`src/rtl/clk_gate_pkg.sv`:
```
// Shared constants for the MMCM output-clock gate; purely elaborative, no latency.
// Holds the default lock-sequencer depth and its legality check; no flow control involved.
package clk_gate_pkg;

  localparam int SEQ_LEN_DEFAULT = 8;

  // Depth 2 is the minimum: seq[0] and seq[1] form the LOCKED synchronizer.
  function automatic bit seq_len_ok(input int n);
    return n >= 2;
  endfunction

endpackage

```
`src/rtl/bufgce_model.sv`:
```
// BUFGCE behavioural model: CE captured while I is low, O = I & captured CE.
// Enable takes effect on the next full I high phase; no backpressure, free-running.
module bufgce_model (
  input  logic I,
  input  logic CE,
  input  logic rst_n,
  output logic O
);

  logic ce_q;

  // Transparent only while I is low, so CE can never change mid-pulse.
  always_latch begin
    if (!rst_n) begin
      ce_q = 1'b0;
    end else if (!I) begin
      ce_q = CE;
    end
  end

  assign O = I & ce_q;

endmodule

```
`src/rtl/clk_out_gate.sv`:
```
// MMCM output-buffer stage: BUFG/BUFH copies plus a LOCKED-sequenced glitch-free gated clock.
// clk_out starts on edge SEQ_LEN+1 after locked is first sampled; no backpressure.
module clk_out_gate
  import clk_gate_pkg::*;
#(
  parameter int SEQ_LEN = SEQ_LEN_DEFAULT
) (
  input  logic               clk_in1,
  input  logic               rst_n,
  input  logic               locked,
  output logic               clk_bufg,
  output logic               clk_bufh,
  output logic               clk_out,
  output logic               clk_en,
  output logic [SEQ_LEN-1:0] seq
);

  localparam bit SEQ_LEN_LEGAL = seq_len_ok(SEQ_LEN);

  generate
    if (!SEQ_LEN_LEGAL) begin : g_bad_seq_len
      $error("clk_out_gate: SEQ_LEN must be at least 2");
    end
  endgenerate

  assign clk_bufg = clk_in1;
  assign clk_bufh = clk_in1;

  // The two lowest stages double as the synchronizer for the asynchronous locked.
  (* ASYNC_REG = "TRUE" *) logic [SEQ_LEN-1:0] seq_q;
  logic [SEQ_LEN-1:0] seq_d;

  always_comb begin
    seq_d = {seq_q[SEQ_LEN-2:0], locked};
  end

  always_ff @(posedge clk_bufh or negedge rst_n) begin
    if (!rst_n) begin
      seq_q <= '0;
    end else begin
      seq_q <= seq_d;
    end
  end

  assign seq    = seq_q;
  assign clk_en = seq_q[SEQ_LEN-1];

  bufgce_model u_bufgce (
    .I     (clk_in1),
    .CE    (clk_en),
    .rst_n (rst_n),
    .O     (clk_out)
  );

endmodule

```
`config.mk`:
```
export PLATFORM = sky130hd
export DESIGN_NAME = clk_out_gate
export DESIGN_NICKNAME = d
export VERILOG_FILES = /design/src/rtl/clk_gate_pkg.sv /design/src/rtl/bufgce_model.sv /design/src/rtl/clk_out_gate.sv
export SDC_FILE = /design/constraint.sdc
export NUM_CORES = 1
export LEC_CHECK = 0
export ABC_CLOCK_PERIOD_IN_PS = 1400
export BUFFER_PORTS_ARGS = -buffer_cell sky130_fd_sc_hd__buf_2
export CORE_AREA = 2 2 39 41
export CTS_BUF_LIST = sky130_fd_sc_hd__clkbuf_8
export CTS_CLUSTER_SIZE = 20
export DETAILED_ROUTE_END_ITERATION = 12
export DIE_AREA = 0 0 41 43
export PLACE_DENSITY = 0.5
export SYNTH_ARGS = -nofsm -noshare
export SYNTH_HDL_FRONTEND = slang
export SYNTH_SLANG_ARGS = --single-unit
```
`constraint.sdc`:
```
create_clock -name clk_in1 -period 1.4 [get_ports clk_in1]
set_input_delay 0.21 -clock clk_in1 [delete_from_list [all_inputs] [get_ports clk_in1]]
set_output_delay 0.21 -clock clk_in1 [all_outputs]
set_load 0.03 [all_outputs]
```
**Word-level counts from Yosys, hierarchy flattened**

Index checks and enable logic that the tools add are counted.

- Muxes and demuxes: 4
- Bitwise gates (word level): 1

Operators with widths:

| operator | number |
|---|---|
| two-way mux 1 bit | 4 |
| AND 1 bit | 1 |

- Latch bits: 1
- Input bits: 3
- Logic and storage cells: 7
- Bits in registers: 8
- Output and inout bits: 12

**Longest topological paths before layout**

- Word-level depth: 2
- Mapped depth: 1
- Mapped depth without buffers: 1

**Modules after synthesis**

Synthesis repeated with hierarchy kept, for this count alone.

- Cells, all modules: 15
- Area, all modules: 254.0 µm²

By module, submodules not included:

| module | instances | area an instance (µm²) | cells each | sequential area each (µm²) |
|---|---|---|---|---|
| clk_out_gate | 1 | 222.7 | 11 | 200.2 |
| bufgce_model | 1 | 31.3 | 4 | 0.0 |

==> results.yml <==
status:
  status: "complete, but fails checks"
  violations: "negative setup slack"
final_layout:
  final_cells: 53
  multi_input_area_um2: 18.8
  seqCellArea_um2: 215
  insertedDiodeCount: 0
  fillers: 141
  num-nets-final: 41
  stdcell_area_um2: 458
  area_growth_pct: 80.3
  drive_above_1_share_pct: 62.2
clocking:
  cts.clk_slew.worst_paths_ns: 0.04
  insertion_delay_ns: 0.33
  cts_setup_buffers: 0
  tritoncts: "built"
global_routing:
  met2_usage_pct: 10.6
  grt_max_degree: 10
  grtUsageTotal_pct: 9.75
  use_met3_pct: 14.1
  use_met1_pct: 5.33
  overflow: 0
  grt_pass1_wl_um: 897
  top_usage_layer: "met3"
  grt_pass1_vias: 268
  antenna_found_initial: 0
synthesis:
  netlist.top_cell.by_area: "dfrtp_1"
  synth_compound_area_share_pct: 0
  yosys.area_share.simple_pct: 6.40
  ys_ff_latch: 9
  synthArstFlopShare_pct: 88.9
  synth_xor_area_share_pct: 0
  synth.area.mux_share_pct: 0
  synth_top_family_by_area: "buffers and inverters"
  yosysWarningCount: 0
  yosysTopAreaCellShare_pct: 78.8
  synth_edf_count: 0
  yosysMostFrequentCell: "dfrtp_1"
  synthAdderAreaFrac_pct: 0
  synth_top_cells_by_area: "dfrtp_1 (79%), buf_4 (8.9%), dlxtp_1 (5.9%)"
  synth_cells: 15
  synthesis.nets: 18
  synth-main-ff-cell: "dfrtp_1"
  synth_common_cells: "dfrtp_1 (8), buf_4 (3), and2_1 (2)"
  syn-cell-area_um2: 254
  ys_types: 5
  avgSynthCellArea_um2: 16.9
setup_path:
  crit_family: "latches"
  startpoint_type: "latch"
  path_buf_inv: 1
  worstSetupPathType: "latch to primary output"
  crit_slowest_cell: "dlxtp_1"
  crit_required_ns: 1.19
  cp_slowest_stage_delay_ns: 0.31
  crit_arrival_ns: 1.56
  worstPathMaxFanout: 1
  endpoint_kind: "primary output"
  cp_cell_sequence: "and2_4, buf_6"
placed_design:
  place_area_um2: 332
  numPortBuffers: 14
  gp_congestion: 0.622
  dp.cells: 43
timing:
  finalSetupViolCount: 2
  holdWs_ns: 0.0666
  tightest_slew_ns: 0.161
  slew_violations: 0
  setup_slack_ns: -0.371
  finalHoldViolCount: 0
  finalClockSkew_ns: 0.0678
  relSlewSlack_pct: 89.3
  rsz0062_at_grt: "yes"
drt:
  drt-pass1-iter-count: 4
  viasPerCell: 3.79
  post_drt_wl_per_cell_um: 11.1
  routed_wl_um: 590
  vias: 201
  drcViolationCount: 0
  ant_nets: 0
  drt_iter0_drc: 3
worst_hold_path:
  hold_path_class: "input port to clock gate"
power_and_ir_drop:
  powerDensity_nw_per_um2: 2510
  irDropWorstVdd_mv: 1.12
  power.leakage_nw: 0.236
  power_w: 0.00115
die:
  die_area_um2: 1760
  fp.dieW_um: 41
  start_util_pct: 18.4
  pin_count: 15
  coreArea_um2: 1380
  die_h_um: 43
  std_cell_rows: 14
run:
  cap_viol_max_count: 0
## timing repair
item | CTS | global route
hold buffers | 2 | 0
pin swaps | 1 | 0
resized for setup | 2 | 0
gates cloned | 0 | 0
hold endpoints to repair | 10 | 0
endpoints found under the setup margin | 2 | 2
## logic make-up after synthesis
family / count (synthesis)
DFF: 8
and+or+nand+nor: 3
buffers and inverters: 3
latches: 1
## layer usage
layer  up-vias  part of all wire (%)  routed length (um)
met3         2                    12                  70
met4         0                   1.7                  10
met1        95                    41                 240
met5         -                     0                   0
li1         86                     -                   -
met2        18                    45                 268
## stage by stage
step,setup WS [ns],util [%],setup TNS [ns]
2_1_floorplan,0.0185,-,0
3_3_place_gp,-0.100,24.0,-0.100
3_5_place_dp,-0.103,24.0,-0.103
4_1_cts,-0.387,33.1,-0.387
5_1_grt,-0.418,33.1,-0.418
6_report,-0.371,33.1,-0.371
## tightest hold or removal path: stages
cell           delay, ns
buf_2               0.08
dlygate4sd3_1       0.54
buf_4               0.17
## final cells by class
type / count / share of cell area [%]
multi-input combinational: 3 / 4.10
clock inverter: 1 / 0.820
clock buffer: 10 / 25.7
timing repair buffer: 14 / 18.0
sequential: 9 / 47.0
tap: 16 / 4.37
## state kept, by name (all words and copies together) (netlist names)
name and flops:
u_bufgce.ce_q 1, seq 8
## where the power goes
part           switching (W)  internal [W]  total (W)  leakage (nW)
Clock               0.000327      0.000503   0.000830        0.0762
Combinational      0.0000390     0.0000172  0.0000561        0.0591
Sequential        0.00000689      0.000256   0.000263         0.101
Total               0.000373      0.000776    0.00115         0.236
## layout by cell type (no fill, tap or decap)
| cell | synthesis | layout |
|---|---|---|
| buf_6 | 0 | 1 |
| clkbuf_8 | 0 | 7 |
| dlygate4sd3_1 | 0 | 2 |
| nand2_1 | 1 | 1 |
| dlxtp_1 | 1 | 1 |
| dfrtp_1 | 8 | 8 |
| inv_1 | 0 | 1 |
| buf_4 | 3 | 1 |
| and2_4 | 0 | 1 |
| and2_1 | 2 | 1 |
| buf_2 | 0 | 13 |
## final timing paths
path	slack, ns	depth (start not counted)	startpoint	endpoint
setup / recovery	-0.37	2	u_bufgce.ce_q$_DLATCH_P_	clk_out
hold / removal	0.07	3	rst_n	clock gate
setup reg to reg	0.13	1	seq[7]$_DFF_PN0_	u_bufgce.ce_q$_DLATCH_P_
hold reg to reg	0.37	0	seq[4]$_DFF_PN0_	seq[5]$_DFF_PN0_
max in group gated	0.58	3	rst_n	clock gate
max in group asynchronous	0.93	3	rst_n	seq[0]$_DFF_PN0_
min in group clk_in1	0.21	2	rst_n	u_bufgce.ce_q$_DLATCH_P_
min in group asynchronous	0.34	3	rst_n	seq[6]$_DFF_PN0_
No activity file was read; power rests on OpenSTA's default activity.
